$ cat config.mk
export PLATFORM = sky130hd
export DESIGN_NAME = st2bus_pack
export DESIGN_NICKNAME = d
export VERILOG_FILES = /design/src/rtl/st2bus_pack_pkg.sv /design/src/rtl/st2bus_fifo2.sv /design/src/rtl/st2bus_pack.sv
export SDC_FILE = /design/constraint.sdc
export NUM_CORES = 2
export LEC_CHECK = 0
export ABC_AREA = 0
export ABC_CLOCK_PERIOD_IN_PS = 4000
export CAP_MARGIN = 15
export CORE_ASPECT_RATIO = 0.75
export CORE_UTILIZATION = 35
export CTS_BUF_LIST = sky130_fd_sc_hd__clkbuf_8
export CTS_CLUSTER_SIZE = 12
export DETAILED_ROUTE_END_ITERATION = 10
export GPL_TIMING_DRIVEN = 0
export HOLD_SLACK_MARGIN = 0.05
export PLACE_DENSITY = 0.53
export SKIP_CTS_REPAIR_TIMING = 1
export SYNTH_ARGS = -nofsm -noshare
export SYNTH_HDL_FRONTEND = slang
export SYNTH_SLANG_ARGS = --single-unit
$ cat constraint.sdc
create_clock -name clk -period 4 [get_ports clk]
set_input_delay 1.2 -clock clk [delete_from_list [all_inputs] [get_ports clk]]
set_output_delay 1.2 -clock clk [all_outputs]
set_load 0.02 [all_outputs]
$ cat src/rtl/st2bus_pack_pkg.sv
// Shared defaults, derived widths and FSM encoding for the stream-to-bus packer.
package st2bus_pack_pkg;
    localparam int BUS_W_DEF         = 512;
    localparam int ST_DEF            = 8;
    localparam int BYTES_PER_PKT_DEF = 128;
    localparam int LANES_DEF         = BUS_W_DEF / ST_DEF;

    typedef enum logic [1:0] {
        S_IDLE    = 2'd0,
        S_FILL    = 2'd1,
        S_DISCARD = 2'd2
    } state_e;

    function automatic int cnt_w(input int n);
        return (n > 1) ? $clog2(n) : 1;
    endfunction
endpackage

$ cat src/rtl/st2bus_fifo2.sv
// Two-entry FIFO; entry 0 is always the head so outputs only move on a pop.
module st2bus_fifo2 #(
    parameter int W = 8
) (
    input  logic         clk,
    input  logic         rst_n,
    input  logic         push,
    input  logic [W-1:0] push_data,
    input  logic         pop,
    output logic [W-1:0] head,
    output logic [1:0]   count
);
    logic [W-1:0] e0_q, e0_d, e1_q, e1_d;
    logic [1:0]   cnt_q, cnt_d;
    logic         do_pop, do_push;

    always_comb begin
        do_pop  = pop && (cnt_q != 2'd0);
        do_push = push && ((cnt_q != 2'd2) || do_pop);
        e0_d    = e0_q;
        e1_d    = e1_q;
        cnt_d   = cnt_q;
        if (do_pop) begin
            e0_d  = e1_q;
            e1_d  = '0;
            cnt_d = cnt_q - 2'd1;
        end
        // Write slot is chosen from the post-pop occupancy so push+pop keeps order.
        if (do_push) begin
            if (cnt_d == 2'd0) e0_d = push_data;
            else               e1_d = push_data;
            cnt_d = cnt_d + 2'd1;
        end
    end

    always_ff @(posedge clk) begin
        if (!rst_n) begin
            e0_q  <= '0;
            e1_q  <= '0;
            cnt_q <= 2'd0;
        end else begin
            e0_q  <= e0_d;
            e1_q  <= e1_d;
            cnt_q <= cnt_d;
        end
    end

    assign head  = e0_q;
    assign count = cnt_q;
endmodule

$ cat src/rtl/st2bus_pack.sv
// Packs decoded turbo bytes into BUS_W-bit little-endian words with packet framing checks.
// Handshake: a byte moves when st_valid && st_ready, a word when bus_valid && bus_ready.
module st2bus_pack
    import st2bus_pack_pkg::*;
#(
    parameter int BUS_W         = BUS_W_DEF,
    parameter int ST            = ST_DEF,
    parameter int BYTES_PER_PKT = BYTES_PER_PKT_DEF
) (
    input  logic             clk,
    input  logic             rst_n,
    input  logic [ST-1:0]    st_data,
    input  logic             st_valid,
    input  logic             st_sop,
    input  logic             st_eop,
    output logic             st_ready,
    output logic [BUS_W-1:0] bus_data,
    output logic             bus_valid,
    output logic             bus_last,
    output logic             bus_err,
    input  logic             bus_ready,
    output logic [15:0]      pkt_cnt,
    output logic [15:0]      err_cnt,
    output state_e           state_dbg
);
    localparam int LANES  = BUS_W / ST;
    localparam int LANE_W = cnt_w(LANES);
    localparam int BYTE_W = cnt_w(BYTES_PER_PKT);
    localparam logic [LANE_W-1:0] LAST_LANE = LANE_W'(LANES - 1);
    localparam logic [BYTE_W-1:0] LAST_BYTE = BYTE_W'(BYTES_PER_PKT - 1);

    state_e             state_q, state_d;
    logic [BUS_W-1:0]   asm_q, asm_d;
    logic [LANE_W-1:0]  lane_q, lane_d;
    logic [BYTE_W-1:0]  byte_q, byte_d;
    logic               pend_q, pend_d, pend_last_q, pend_last_d, pend_err_q, pend_err_d;
    logic [15:0]        pkt_cnt_q, pkt_cnt_d, err_cnt_q, err_cnt_d;

    logic               push, push_last, push_err;
    logic [BUS_W-1:0]   push_word, base_word, wr_word;
    logic [LANE_W-1:0]  base_lane;
    logic [BYTE_W-1:0]  base_byte;
    logic               take, end_pkt, bad_end;
    logic [BUS_W+1:0]   fifo_head;
    logic [1:0]         fifo_cnt;
    logic               fifo_pop, fifo_room;

    assign st_ready  = (fifo_cnt != 2'd2);
    assign bus_valid = (fifo_cnt != 2'd0);
    assign fifo_pop  = bus_valid && bus_ready;
    assign fifo_room = (fifo_cnt != 2'd2) || fifo_pop;

    always_comb begin
        state_d     = state_q;
        asm_d       = asm_q;
        lane_d      = lane_q;
        byte_d      = byte_q;
        pend_d      = pend_q;
        pend_last_d = pend_last_q;
        pend_err_d  = pend_err_q;
        pkt_cnt_d   = pkt_cnt_q;
        err_cnt_d   = err_cnt_q;
        push        = 1'b0;
        push_word   = '0;
        push_last   = 1'b0;
        push_err    = 1'b0;
        base_word   = asm_q;
        base_lane   = lane_q;
        base_byte   = byte_q;
        take        = 1'b0;
        wr_word     = '0;
        end_pkt     = 1'b0;
        bad_end     = 1'b0;

        // A finished word parked because two words completed on one byte goes out first.
        if (pend_q && fifo_room) begin
            push      = 1'b1;
            push_word = asm_q;
            push_last = pend_last_q;
            push_err  = pend_err_q;
            pend_d    = 1'b0;
            asm_d     = '0;
            base_word = '0;
            base_lane = '0;
        end

        if (st_valid && st_ready) begin
            if (st_sop) begin
                if (state_q == S_FILL && byte_q != '0 && !push) begin
                    push      = 1'b1;
                    push_word = asm_q;
                    push_last = 1'b1;
                    push_err  = 1'b1;
                end
                take      = 1'b1;
                base_word = '0;
                base_lane = '0;
                base_byte = '0;
            end else begin
                take = (state_q == S_FILL);
            end

            if (take) begin
                wr_word = base_word;
                for (int i = 0; i < LANES; i++) begin
                    if (base_lane == LANE_W'(i)) wr_word[i*ST +: ST] = st_data;
                end
                end_pkt = st_eop || (base_byte == LAST_BYTE);
                bad_end = end_pkt && !(st_eop && (base_byte == LAST_BYTE));
                if (end_pkt || base_lane == LAST_LANE) begin
                    lane_d = '0;
                    if (push) begin
                        pend_d      = 1'b1;
                        pend_last_d = end_pkt;
                        pend_err_d  = bad_end;
                        asm_d       = wr_word;
                    end else begin
                        push      = 1'b1;
                        push_word = wr_word;
                        push_last = end_pkt;
                        push_err  = bad_end;
                        asm_d     = '0;
                    end
                end else begin
                    asm_d  = wr_word;
                    lane_d = base_lane + LANE_W'(1);
                end
                if (end_pkt) begin
                    byte_d  = '0;
                    state_d = st_eop ? S_IDLE : S_DISCARD;
                end else begin
                    byte_d  = base_byte + BYTE_W'(1);
                    state_d = S_FILL;
                end
            end
        end

        if (push && push_last)             pkt_cnt_d = pkt_cnt_q + 16'd1;
        if (push && push_last && push_err) err_cnt_d = err_cnt_q + 16'd1;
    end

    always_ff @(posedge clk) begin
        if (!rst_n) begin
            state_q     <= S_IDLE;
            asm_q       <= '0;
            lane_q      <= '0;
            byte_q      <= '0;
            pend_q      <= 1'b0;
            pend_last_q <= 1'b0;
            pend_err_q  <= 1'b0;
            pkt_cnt_q   <= 16'd0;
            err_cnt_q   <= 16'd0;
        end else begin
            state_q     <= state_d;
            asm_q       <= asm_d;
            lane_q      <= lane_d;
            byte_q      <= byte_d;
            pend_q      <= pend_d;
            pend_last_q <= pend_last_d;
            pend_err_q  <= pend_err_d;
            pkt_cnt_q   <= pkt_cnt_d;
            err_cnt_q   <= err_cnt_d;
        end
    end

    st2bus_fifo2 #(.W(BUS_W + 2)) u_fifo (
        .clk       (clk),
        .rst_n     (rst_n),
        .push      (push),
        .push_data ({push_word, push_last, push_err}),
        .pop       (fifo_pop),
        .head      (fifo_head),
        .count     (fifo_cnt)
    );

    assign {bus_data, bus_last, bus_err} = fifo_head;
    assign pkt_cnt   = pkt_cnt_q;
    assign err_cnt   = err_cnt_q;
    assign state_dbg = state_q;
endmodule
==> metrics.csv <==
metric,value,unit
WP data required,4.88,ns
largest net degree at the start of global routing,17,
area grow syn2layout,24.9,%
Yosys top cell by area,dfxtp_1,
Yosys reg bits,1592,
IO Pins,564,
path depth of the worst reg2reg path,11,
CP max stage cell,clkbuf_1,
drt wl/cell,27.6,µm
Max Cap Violations,0,
port bufs,561,
gr usage total,0.304,
Fin. Hold Viols,0,
"Max FO, Critical Path",10,
status,"finished, violations left",
Final Cell Area,82200,µm²
post-synthesis sequential area ratio,0.484,
Yosys cell types,67,
mux cell area share after synthesis,0.00654,
Worst-Skew Late Latency,1.07,ns
"Clk pin slew, worst setup/hold paths",0.06,ns
initial DRC count,7935,
CP Capture Point,asm_q[382],
final WL,302000,µm
Die X,503,µm
most common cell in the netlist,dfxtp_1,
TritonCTS Buffers,280,
pre-CTS setup slack,-3.30,ns
R2R Setup Slk,-0.07,ns
Setup crit end kind,register,
drt drc,2,
Worst Hold Class,register to register,
post-synth top area share,0.484,
Synth area leaders,"dfxtp_1 (48%), a22oi_1 (7.4%), nand2_1 (7.1%)",
"Cell Area, Placed",74900,µm²
"EDFF count, synth",0,
crit path kind,primary input to register,
Commonest cells post-synth,"dfxtp_1 (1592), nand2_1 (1243), a22oi_1 (646)",
Synth Area in Compound Gates,0.297,
Worst Skew,0.0792,ns
Syn. warnings,0,
CTS tree,done,
r2r endpoint,u_fifo.head[399],
initial core utilization,0.353,
GPL Wtd Cong,0.973,
synthesized area,65800,µm²
GRT overflow,0,
Post-synth ARST share,0,
slowest cell delay on critical path,1.07,ns
prevailing post-synth register cell,dfxtp_1,
cell row count,137,
worst setup path startpoint,rst_n,
Combinational Power Share,0.263,
number of routed nets with antenna violations,0,
slew at the pin closest to its max-slew limit,1.38,ns
Core ar.,186000,µm²
area share of fa/ha/maj cells after synthesis,0.00228,
Relative slew margins,0.0795,
largest family of logic cells by synthesized area,compound AO/OA/AOI/OAI gates,
failing checks,"DRC, setup timing",
via density per instance,5.95,
Total Nets Final,8273,
Arrival @ worst endpoint,5.05,ns
CP startpoint kind,primary input,
fin crit period,4.17,ns
final period utilization,1.04,
count of pins over their slew limit,0,
initial antenna violation count,27,
share of cells above drive strength 1,0.118,
critical path's most frequent cell,clkbuf_1,
sw frac,0.349,
Post-Syn Instances,7340,
Net Switching,0.0156,W
Lkg Pwr,27.9,nW
Util after Layout,0.441,
CTS root buf,clkbuf_8,
DR pass1 iterations,10,
power share of the clock group,0.340,
"Critical Path, Cell by Cell",clkdlybuf4s50_1 > inv_2 > clkbuf_1 > clkdlybuf4s15_1 > clkbuf_1 > nor2_1,
sequential share of power,0.397,
setup_tns,-1.42,ns
final worst-path setup slack,-0.167,ns
Synth Area in XOR/XNOR,0.00239,
simple-gate share of the synthesized area,0.156,
vias in the first global route,60597,
Max VDD drop,0.000278,V
Pint,0.0291,W
Setup-failing EPs final,18,
syn_nets,7366,
CTS Sinks,1592,
DPL Wire Length,220000,µm
f_max,240,MHz
reg2reg start,u_fifo.count[0],
pwr/cell area,544,nW/µm²
first-pass GRT wire length,425000,µm
via count,65130,
Die Y,378,µm
Max clock buf depth,4,
Post-Syn Area per Cell,8.97,µm²
die area,190000,µm²
H-tree levels,5,
## state kept, by name (all words and copies together) (netlist names), 2 cells and up
name	flops
u_fifo.e1_q	514
state_dbg	2
err_cnt	16
u_fifo.head	514
pkt_cnt	16
asm_q	512
u_fifo.count	2
byte_q	7
lane_q	6
## worst min-delay path by stage
stage                      from          endpoint  slack, ns  cells after the start
2_1_floorplan        asm_q[504]        asm_q[504]       0.43                      1
3_3_place_gp        pend_last_q       pend_last_q       0.44                      2
3_5_place_dp         asm_q[511]        asm_q[511]       0.45                      1
4_1_cts             pend_last_q       pend_last_q       0.46                      2
5_1_grt         u_fifo.e1_q[44]   u_fifo.e1_q[44]       0.47                      1
6_report       u_fifo.e1_q[235]  u_fifo.e1_q[235]       0.46                      1
## kinds of logic (layout without fill, tap and decap cells)
kind of cell	count (synthesis)	after routing
compound gates	2588	2588
flops	1592	1592
mux	43	43
fa+ha+maj	12	12
xor+xnor	18	18
simple gates	2294	2294
other cells	0	20
buf+inv	793	1884
## cell type report
class                   count  area [µm²]
fillers                 18408      104000
flip-flops and latches   1592       31900
multi-input cells        4955       31400
repair buffers            634        6460
clock buffers             355        4890
plain buffers             765        3820
well taps                2502        3130
clock inverters           111         549
inverters                  19        73.8
diodes                     20        50.0
## worst max-delay path, delay by kind of cell
kind          cells  cell delay [ns]
simple gates      1             0.15
buf+inv           5             3.65
## power groups by stage
stage	combinational, W	sequential [W]	clock [W]
2_1_floorplan	0.00529	0.0189	0
3_3_place_gp	0.0112	0.0181	0
3_5_place_dp	0.0113	0.0181	0
4_1_cts	0.0113	0.0178	0.0153
5_1_grt	0.0125	0.0178	0.0161
6_report	0.0118	0.0177	0.0152
## cell usage in the layout (no fill, tap or decap), drive strengths merged, types with 8 or more instances in the layout
master,count
buf,288
nand3b,9
and3,459
mux2i,43
or4,12
o21ai,296
a22o,436
inv,98
clkinv,24
clkbuf,902
diode,20
clkdlybuf4s50,559
ha,12
a221oi,12
a22oi,646
a211oi,444
o31ai,12
and2,18
o211a,69
nor2,350
nand4,16
o2bb2ai,443
nor2b,8
dfxtp,1592
nand3,98
nand2,1244
a21oi,195
xor2,11
nor3,51
nor3b,9
## metrics by stage
step,power (W),hold WS [ns],instances
floorplan,0.0242,0.430,7340
global placement,0.0292,0.442,10403
detailed placement,0.0294,0.446,10423
CTS,0.0444,0.460,10889
global route,0.0463,0.470,10945
finish,0.0447,0.460,10953
## metal layers
metal / up-vias / track usage / routed length, µm
met4: 2 / 0.134 / 12300
li1: 29024 / - / -
met3: 609 / 0.0716 / 31100
met1: 32149 / 0.426 / 131000
met5: - / 0 / 15
met2: 3346 / 0.440 / 128000
Note: power is estimated with default switching activity, not from simulation.
